## src/rtl/uart_bus_responder.sv

```systemverilog
// Memory-mapped 8N1 UART responder on the CPU data bus.
// Ports:
//   sysclk, reset     : clock (rising edge) and async active-low reset
//   rd, wr, addr      : bus strobes and byte address (exact-match decode)
//   wdata, rdata      : write data in, combinational read data out
//   UART_RX, UART_TX  : serial input (asynchronous) and output
//   irqout            : level interrupt, TX-complete / RX-ready gated by enables
module uart_bus_responder #(
    parameter int unsigned CLK_HZ = 100_000_000,
    parameter int unsigned BAUD   = 9600,
    parameter logic [31:0] BASE   = 32'h4000_0018
) (
    input  logic        sysclk,
    input  logic        reset,
    input  logic        rd,
    input  logic        wr,
    input  logic [31:0] addr,
    input  logic [31:0] wdata,
    output logic [31:0] rdata,
    input  logic        UART_RX,
    output logic        UART_TX,
    output logic        irqout
);

    localparam int unsigned DIV   = CLK_HZ / BAUD;
    localparam int unsigned HALF  = DIV / 2;
    localparam int unsigned CNT_W = $clog2(DIV);

    localparam logic [31:0]      ADDR_TXD = BASE;
    localparam logic [31:0]      ADDR_RXD = BASE + 32'd4;
    localparam logic [31:0]      ADDR_CON = BASE + 32'd8;
    localparam logic [CNT_W-1:0] CNT_LAST = CNT_W'(DIV - 1);
    localparam logic [CNT_W-1:0] CNT_HALF = CNT_W'(HALF - 1);

    typedef enum logic [1:0] {S_IDLE, S_START, S_DATA, S_STOP} state_e;

    state_e             tx_state_q, tx_state_d, rx_state_q, rx_state_d;
    logic [CNT_W-1:0]   tx_cnt_q, tx_cnt_d, rx_cnt_q, rx_cnt_d;
    logic [2:0]         tx_bit_q, tx_bit_d, rx_bit_q, rx_bit_d;
    logic [7:0]         tx_shift_q, tx_shift_d, rx_shift_q, rx_shift_d;
    logic [7:0]         rx_data_q, rx_data_d;
    logic               tx_line_q, tx_line_d;
    logic               tx_ie_q, tx_ie_d, rx_ie_q, rx_ie_d;
    logic               tx_done_q, tx_done_d, rx_ready_q, rx_ready_d;
    logic               overrun_q, overrun_d, frame_err_q, frame_err_d;
    logic               irq_q, irq_d;
    logic               rx_s1_q, rx_s2_q, rx_s3_q;
    logic               tx_done_set, rx_good, rx_bad;
    logic               wdata_unused;

    // Bus decode
    logic wr_txd, wr_con, rd_rxd, rd_con, tx_busy;
    assign wr_txd  = wr && (addr == ADDR_TXD);
    assign wr_con  = wr && (addr == ADDR_CON);
    assign rd_rxd  = rd && (addr == ADDR_RXD);
    assign rd_con  = rd && (addr == ADDR_CON);
    assign tx_busy = (tx_state_q != S_IDLE);
    assign wdata_unused = ^wdata[31:8];

    logic tx_cnt_last, tx_bit_last, rx_cnt_last, rx_cnt_half, rx_bit_last, rx_fall;
    assign tx_cnt_last = (tx_cnt_q == CNT_LAST);
    assign tx_bit_last = (tx_bit_q == 3'd7);
    assign rx_cnt_last = (rx_cnt_q == CNT_LAST);
    assign rx_cnt_half = (rx_cnt_q == CNT_HALF);
    assign rx_bit_last = (rx_bit_q == 3'd7);
    assign rx_fall     = rx_s3_q && !rx_s2_q;

    // State registers
    always_ff @(posedge sysclk or negedge reset) begin
        if (!reset) begin
            tx_state_q <= S_IDLE;
            rx_state_q <= S_IDLE;
        end else begin
            tx_state_q <= tx_state_d;
            rx_state_q <= rx_state_d;
        end
    end

    // TX next state
    always_comb begin
        tx_state_d = tx_state_q;
        case (tx_state_q)
            S_IDLE:  if (wr_txd) tx_state_d = S_START;
            S_START: if (tx_cnt_last) tx_state_d = S_DATA;
            S_DATA:  if (tx_cnt_last && tx_bit_last) tx_state_d = S_STOP;
            S_STOP:  if (tx_cnt_last) tx_state_d = S_IDLE;
            default: tx_state_d = S_IDLE;
        endcase
    end

    // RX next state; the start bit is re-checked at its midpoint to reject glitches
    always_comb begin
        rx_state_d = rx_state_q;
        case (rx_state_q)
            S_IDLE:  if (rx_fall) rx_state_d = S_START;
            S_START: if (rx_cnt_half) rx_state_d = rx_s2_q ? S_IDLE : S_DATA;
            S_DATA:  if (rx_cnt_last && rx_bit_last) rx_state_d = S_STOP;
            S_STOP:  if (rx_cnt_last) rx_state_d = S_IDLE;
            default: rx_state_d = S_IDLE;
        endcase
    end

    // TX datapath: line is registered, next bit is preloaded at each bit boundary
    always_comb begin
        tx_cnt_d    = tx_cnt_q + 1'b1;
        tx_bit_d    = tx_bit_q;
        tx_shift_d  = tx_shift_q;
        tx_line_d   = tx_line_q;
        tx_done_set = 1'b0;
        case (tx_state_q)
            S_IDLE: begin
                tx_cnt_d = '0;
                if (wr_txd) begin
                    tx_shift_d = wdata[7:0];
                    tx_bit_d   = 3'd0;
                    tx_line_d  = 1'b0;
                end
            end
            S_START: if (tx_cnt_last) begin
                tx_cnt_d  = '0;
                tx_line_d = tx_shift_q[0];
            end
            S_DATA: if (tx_cnt_last) begin
                tx_cnt_d   = '0;
                tx_bit_d   = tx_bit_q + 3'd1;
                tx_shift_d = tx_shift_q >> 1;
                tx_line_d  = tx_bit_last ? 1'b1 : tx_shift_q[1];
            end
            S_STOP: if (tx_cnt_last) begin
                tx_cnt_d    = '0;
                tx_done_set = 1'b1;
            end
            default: tx_cnt_d = '0;
        endcase
    end

    // RX datapath
    always_comb begin
        rx_cnt_d   = rx_cnt_q + 1'b1;
        rx_bit_d   = rx_bit_q;
        rx_shift_d = rx_shift_q;
        rx_good    = 1'b0;
        rx_bad     = 1'b0;
        case (rx_state_q)
            S_IDLE: rx_cnt_d = '0;
            S_START: if (rx_cnt_half) begin
                rx_cnt_d = '0;
                rx_bit_d = 3'd0;
            end
            S_DATA: if (rx_cnt_last) begin
                rx_cnt_d   = '0;
                rx_bit_d   = rx_bit_q + 3'd1;
                rx_shift_d = {rx_s2_q, rx_shift_q[7:1]};
            end
            S_STOP: if (rx_cnt_last) begin
                rx_cnt_d = '0;
                rx_good  = rx_s2_q;
                rx_bad   = !rx_s2_q;
            end
            default: rx_cnt_d = '0;
        endcase
    end

    // Status flags: a set event in the same cycle as a read-clear wins
    always_comb begin
        tx_ie_d     = wr_con ? wdata[0] : tx_ie_q;
        rx_ie_d     = wr_con ? wdata[1] : rx_ie_q;
        tx_done_d   = tx_done_set | (tx_done_q & !rd_con);
        frame_err_d = rx_bad | (frame_err_q & !rd_con);
        rx_ready_d  = rx_good | (rx_ready_q & !rd_rxd);
        overrun_d   = (rx_good & rx_ready_q) | (overrun_q & !rd_rxd);
        rx_data_d   = rx_good ? rx_shift_q : rx_data_q;
        irq_d       = (tx_ie_q & tx_done_q) | (rx_ie_q & rx_ready_q);
    end

    // Datapath registers; the synchroniser idles high to match the line
    always_ff @(posedge sysclk or negedge reset) begin
        if (!reset) begin
            tx_cnt_q    <= '0;
            tx_bit_q    <= '0;
            tx_shift_q  <= '0;
            tx_line_q   <= 1'b1;
            rx_cnt_q    <= '0;
            rx_bit_q    <= '0;
            rx_shift_q  <= '0;
            rx_data_q   <= '0;
            tx_ie_q     <= 1'b0;
            rx_ie_q     <= 1'b0;
            tx_done_q   <= 1'b0;
            rx_ready_q  <= 1'b0;
            overrun_q   <= 1'b0;
            frame_err_q <= 1'b0;
            irq_q       <= 1'b0;
            rx_s1_q     <= 1'b1;
            rx_s2_q     <= 1'b1;
            rx_s3_q     <= 1'b1;
        end else begin
            tx_cnt_q    <= tx_cnt_d;
            tx_bit_q    <= tx_bit_d;
            tx_shift_q  <= tx_shift_d;
            tx_line_q   <= tx_line_d;
            rx_cnt_q    <= rx_cnt_d;
            rx_bit_q    <= rx_bit_d;
            rx_shift_q  <= rx_shift_d;
            rx_data_q   <= rx_data_d;
            tx_ie_q     <= tx_ie_d;
            rx_ie_q     <= rx_ie_d;
            tx_done_q   <= tx_done_d;
            rx_ready_q  <= rx_ready_d;
            overrun_q   <= overrun_d;
            frame_err_q <= frame_err_d;
            irq_q       <= irq_d;
            rx_s1_q     <= UART_RX;
            rx_s2_q     <= rx_s1_q;
            rx_s3_q     <= rx_s2_q;
        end
    end

    // Combinational read mux
    always_comb begin
        rdata = 32'h0;
        if (rd_rxd) begin
            rdata = {24'h0, rx_data_q};
        end else if (rd_con) begin
            rdata = {25'h0, frame_err_q, overrun_q, tx_busy, rx_ready_q,
                     tx_done_q, rx_ie_q, tx_ie_q};
        end
    end

    assign UART_TX = tx_line_q;
    assign irqout  = irq_q;

endmodule

```

## config.mk

```make
export PLATFORM = sky130hd
export DESIGN_NAME = uart_bus_responder
export DESIGN_NICKNAME = d
export VERILOG_FILES = /design/src/rtl/uart_bus_responder.sv
export SDC_FILE = /design/constraint.sdc
export NUM_CORES = 1
export LEC_CHECK = 0
export CORE_MARGIN = 10
export CORE_UTILIZATION = 45
export DETAILED_ROUTE_END_ITERATION = 6
export PLACE_DENSITY = 0.77
export SLEW_MARGIN = 20
export SYNTH_ARGS = -nofsm -noshare
export SYNTH_HDL_FRONTEND = slang
export SYNTH_SLANG_ARGS = --single-unit
```

## constraint.sdc

```tcl
create_clock -name sysclk -period 2.2 [get_ports sysclk]
set_input_delay 0.22 -clock sysclk [delete_from_list [all_inputs] [get_ports sysclk]]
set_output_delay 0.22 -clock sysclk [all_outputs]
set_load 0.005 [all_outputs]
```

## Yosys cells after proc, flatten, opt, wreduce, memory -nomap -nowiden

Cells that the tools add are included.

- Output and inout bits: 34
- Bits in registers: 73

- Reductions and logical operators: 24
- Equality and inequality tests: 24
- Add/sub/neg operators: 4
- Muxes and demuxes: 38
- Bitwise gates (word level): 12

Operator list:

| kind | number |
|---|---|
| $eq 32x31->1 const B | 3 |
| $mux 14 | 3 |
| $pmux 14 s3 | 1 |
| $mux 32 | 1 |
| $add 14x1->14 const B | 2 |
| $eq 14x14->1 const B | 2 |
| $pmux 14 s2 | 1 |
| $ne 2x2->1 const B | 10 |
| $mux 2 | 9 |
| $mux 8 | 2 |
| $pmux 2 s4 | 2 |
| $pmux 8 s2 | 1 |
| $eq 14x13->1 const B | 1 |
| $mux 3 | 4 |
| $pmux 3 s2 | 2 |
| $reduce_and 4->1 | 3 |
| $mux 1 | 10 |
| $eq 2x2->1 const B | 4 |
| $and 1x1->1 | 7 |
| $logic_and 1x1->1 | 7 |
| $mux 7 | 1 |
| $add 3x1->3 const B | 2 |
| $eq 3x3->1 const B | 2 |
| $reduce_and 3->1 | 2 |
| other kinds (10) | 20 |

## Longest topological paths before layout

- Word-level depth: 5
- Depth in mapped cells: 8
- Depth with buffers taken out: 6

## Worst setup path after synthesis

OpenSTA, ideal clock, no wires.

- Path kind: register to register
- Start point: register rx_cnt_q[9]
- End point: register rx_shift_q[0]
- Arrival time: 1.942 ns
- Data required time: 2.075 ns
- Library setup time: 0.125 ns
- Setup slack: 0.133 ns
- Cell stages (with the launch flop): 6
- Clock period less this slack: 2.067 ns
- Cells stage by stage: dfrtp_1 > or4b_1 > nor4_4 > and3_1 > buf_6 > mux2_4

- Cells in the longest elaborated chain, start to end: 2

RTL lines:

| item | RTL line | RTL |
|---|---|---|
| start, declared | 38 | `logic [CNT_W-1:0] tx_cnt_q, tx_cnt_d, rx_cnt_q, rx_cnt_d;` |
| start signal, assigned | 202 | `rx_cnt_q <= rx_cnt_d;` |
| $eq 14x14->1 | 63 | `assign rx_cnt_last = (rx_cnt_q == CNT_LAST);` |
| $reduce_and 2->1 (no line) | - |  |
| end signal, assigned | 204 | `rx_shift_q <= rx_shift_d;` |
| end, declared | 40 | `logic [7:0] tx_shift_q, tx_shift_d, rx_shift_q, rx_shift_d;` |

No other way between the ends.
A chain may end at the register's enable or synchronous reset.

## Worst setup path in the final report

- Start point: input port addr[23]
- End point: output port rdata[5]

- Cells in the longest elaborated chain, start to end: 4
- Elaborated cells on any way between the ends: 6
- Those cells by class: eq/ne: 2; mux: 2; reduce/logical: 2

RTL lines:

| item | RTL line | RTL |
|---|---|---|
| start, declared | 17 | `input logic [31:0] addr,` |
| $eq 32x31->1 | 56 | `assign rd_con = rd && (addr == ADDR_CON);` |
| $logic_and 1x1->1 | 56 |  |
| $mux 7 | 224 | `end else if (rd_con) begin` |
| $mux 32 * | 222 | `if (rd_rxd) begin` |
| end, declared | 19 | `output logic [31:0] rdata,` |

Every way passes the cells marked *; elsewhere a longest branch is shown, timed or not.

==> impl_metrics.toml <==
[outcome]
outcome = "finished with violations"
violations = "negative setup slack"

[synth]
synth_commonest_cells = "dfrtp_1, nor2_1, buf_4, inv_1, nand2_1"
ys_warn_count = 0
synth_async_sr_flop_share_pct = 100.0
yosys.area_share.simple_pct = 20.85
syn_area_per_cell_um2 = 10.11
synth_seq_cells = 73
synthXorXnorAreaFrac_pct = 4.694
syn_area_um2 = 4105
synth_top_area_share_pct = 42.06
synth_edf_count = 0
synth_top_area_cell = "dfrtp_1"
ys.flop_type = "dfrtp_1"
muxShareOfSynthArea_pct = 7.894
synth_area_leaders = "dfrtp_1, nor2_1, buf_4"
seq_area_frac_synth_pct = 44.62
synth_cell_type_count = 55
synthAdderAreaFrac_pct = 3.657
synth_most_common_cell = "dfrtp_1"
synth_compound_area_share_pct = 10.33
synthCells = 406
synth_top_family_by_area = "simple AND/OR/NAND/NOR gates"

[sta]
finalHoldViolCount = 0
finalMaxSlewViolations = 0
setup_viol = 2
period_needed_ns = 2.231
finalCritPeriodShare_pct = 101.4
worst_clock_skew_ns = 0.01415
fin_ws_ns = -0.03138
relSlewSlack_pct = 66.09
maxClockFrequency_mhz = 448.2
tightest_slew_ns = 0.5086

[layout]
num_antenna_cells = 0
syn_to_final_growth_pct = 29.78
multi_input_area_um2 = 2165
final_nets = 576
final_area_um2 = 5328
drive_gt1_share_pct = 22.40
utilization_pct = 60.50
fill_cells = 681
seq_area_um2 = 1832

[route]
dr.first_iter.drc_count = 183
vias_per_cell = 5.441
vias = 3308
dr.pass1.iters = 4
route.detailed.drc = 0
wirelength_mm = 10.45
final_antenna_net_count = 0
avgRoutedWirePerCell_um = 17.19

[placement]
hpwlAfterDp_mm = 6.801
io_buffers = 54
place_congestion = 0.8312
dpl-instance-area_um2 = 4805

[grt]
antenna_found_initial = 0
grt_max_degree = 74
grt_pass1_vias = 3382
overflow = 0
grt_usage_pct = 14.31
grt_pass1_wl_mm = 15.81

[worst_setup_path]
worst_setup_path_end_kind = "output pin"
critPathTopFamily = "simple AND/OR/NAND/NOR gates"
required_ns = 1.98
cp_num_buf_inv = 5
cp_slowest_cell = "nor4_2"
crit_path_max_incr_delay_ns = 0.28
worstReg2RegStart = "tx_cnt_q[0]"
critPathArrivalTime_ns = 2.01
path_class = "primary input to output pin"
crit_fanout = 7
critPathLaunchType = "primary input"
startpoint = "addr[23]"
crit_top_cell = "buf_6"
path_cells = "dlygate4sd2_1, nor4_2, buf_4, nand4_1, nor2_2, and3_4, buf_6, buf_6, a22o_1, buf_2"

[clock_tree]
path_clk_slew_ns = 0.08
root_buffer = "clkbuf_8"
cts_sinks = 73
cts_max_level = 3
clkLatencyLatePin_ns = 0.36
clockBufferDepth = 2
cts_buffers = 9
tritoncts = "yes"

[power]
switching_share_pct = 23.94
p_int_mw = 2.292
p_sw_mw = 0.7214
p_leak_nw = 2.642
power_density_nw_per_um2 = 565.5
irDropWorstVdd_mv = 0.5245
comb_power_share_pct = 9.0
clkPwrFrac_pct = 42.6
seqPwrFrac_pct = 48.4

[floorplanning]
start_util_pct = 46.62
die-height_um = 115.5
coreArea_um2 = 8806
die_area_um2 = 13340
io_pins = 103
fp.dieW_um = 115.5
fp-row-count = 34

[job]
max_cap_violations = 0

[min_path]
hold_path.class = "primary input to flop"
holdCritStartpoint = "UART_RX"
==> per-layer routing <==
layer / part of all wire, % / wire length (um) / global-route usage (%) / vias up
li1: - / - / - / 1580
met1: 41 / 4296 / 17.11 / 1650
met2: 53 / 5555 / 24.94 / 66
met3: 4.2 / 434 / 3.307 / 12
met4: 1.6 / 167 / 4.476 / 0
met5: 0 / 0 / 0 / -
==> worst register-to-register path, cell delays in order (launching register included) <==
cell and delay, ns:
dfrtp_1 0.40, ha_1 0.25, and4_1 0.24, nand4_1 0.20
buf_4 0.21, and2_1 0.15, a31o_2 0.21, a221o_1 0.29
==> state kept, by name (all words and copies together), names as in the netlist, named ones only <==
name,count
rx_s2_q,1
rx_s1_q,1
tx_done_q,1
irqout,1
rx_cnt_q,14
rx_s3_q,1
tx_bit_q,3
overrun_q,1
frame_err_q,1
tx_cnt_q,14
tx_ie_q,1
rx_ie_q,1
rx_bit_q,3
rx_shift_q,8
tx_shift_q,8
rx_ready_q,1
tx_state_q,2
rx_data_q,8
rx_state_q,1
UART_TX,1
==> final timing paths <==
kind | to | slack (ns) | cells after the start
min in group asynchronous | rx_shift_q[4] | 0.41 | 3
worst max register to register | tx_bit_q[2] | 0.15 | 7
worst min-delay path | rx_s1_q | 0.27 | 1
max in group asynchronous | UART_TX | 1.42 | 3
worst max-delay path | rdata[5] | -0.03 | 10
worst min register to register | rx_s2_q | 0.36 | 0
==> through the flow <==
stage / TNS, ns / worst slack, ns / hold WS (ns) / power (mW) / std cells
finish: -0.03663 / -0.03138 / 0.2692 / 3.013 / 608
global route: -0.1841 / -0.04466 / 0.2732 / 3.149 / 608
CTS: -0.005382 / -0.005382 / 0.2531 / 3.027 / 606
detailed placement: -3.509 / -0.3610 / 0.2838 / 1.739 / 575
global placement: -2.949 / -0.3315 / 0.2755 / 1.733 / 575
floorplan: 0 / 0.1331 / -0.07559 / 1.628 / 429
==> placed cells by master, fill, tap and decap left out, types with 3 or more instances in the layout <==
master and count:
dfrtp_1 69, nor2_1 53, buf_4 29, conb_1 24
inv_1 22, dlymetal6s2s_1 18, nand2_1 16, nand4_1 14
xor2_1 14, clkdlybuf4s50_1 14, nand3_1 13, mux2_2 11
ha_1 11, a21oi_1 10, dlygate4sd2_1 10, a22o_1 9
o21ai_0 9, clkbuf_8 9, xnor2_1 8, a31oi_1 8
mux2i_1 8, mux2_4 8, nor4_2 7, nand2b_1 7
a221oi_2 6, buf_2 6, and2_1 5, buf_6 5
dfstp_2 4, nor3_1 4, and3_1 4, nor2b_1 4
clkdlybuf4s15_1 4, and4_1 3, o22ai_1 3, a221o_1 3
bufinv_16 3
==> logic make-up after synthesis <==
kind of cell,count (synthesis)
buffers and inverters,59
AO/OA/AOI/OAI,58
flip-flops,73
AND/OR/NAND/NOR,154
other,1
XOR/XNOR,22
multiplexers,27
adder cells (fa/ha/maj),12
==> what timing repair did <==
action / CTS / global route
endpoints found under the setup margin: 8 / 27
pin swaps: 15 / 15
endpoints found under the hold margin: 69 / 0
gates resized for setup: 57 / 31
hold buffers: 1 / 0
buffers inserted: 14 / 3
cloned: 0 / 1
==> cell type report <==
type / instances / area share [%]
Clock buffer: 10 / 2.395
Clock inverter: 6 / 2.184
Inverter: 22 / 1.550
Multi-Input combinational cell: 298 / 40.63
Sequential cell: 73 / 34.38
Tap cell: 108 / 2.536
Timing Repair Buffer: 91 / 16.32
==> power groups by stage <==
stage / clock, mW / combinational [mW] / sequential [mW]
floorplan: 0 / 0.172 / 1.46
global placement: 0 / 0.258 / 1.47
detailed placement: 0 / 0.261 / 1.48
CTS: 1.31 / 0.264 / 1.45
global route: 1.37 / 0.315 / 1.47
finish: 1.28 / 0.271 / 1.46
No activity file was read; power rests on OpenSTA's default activity.
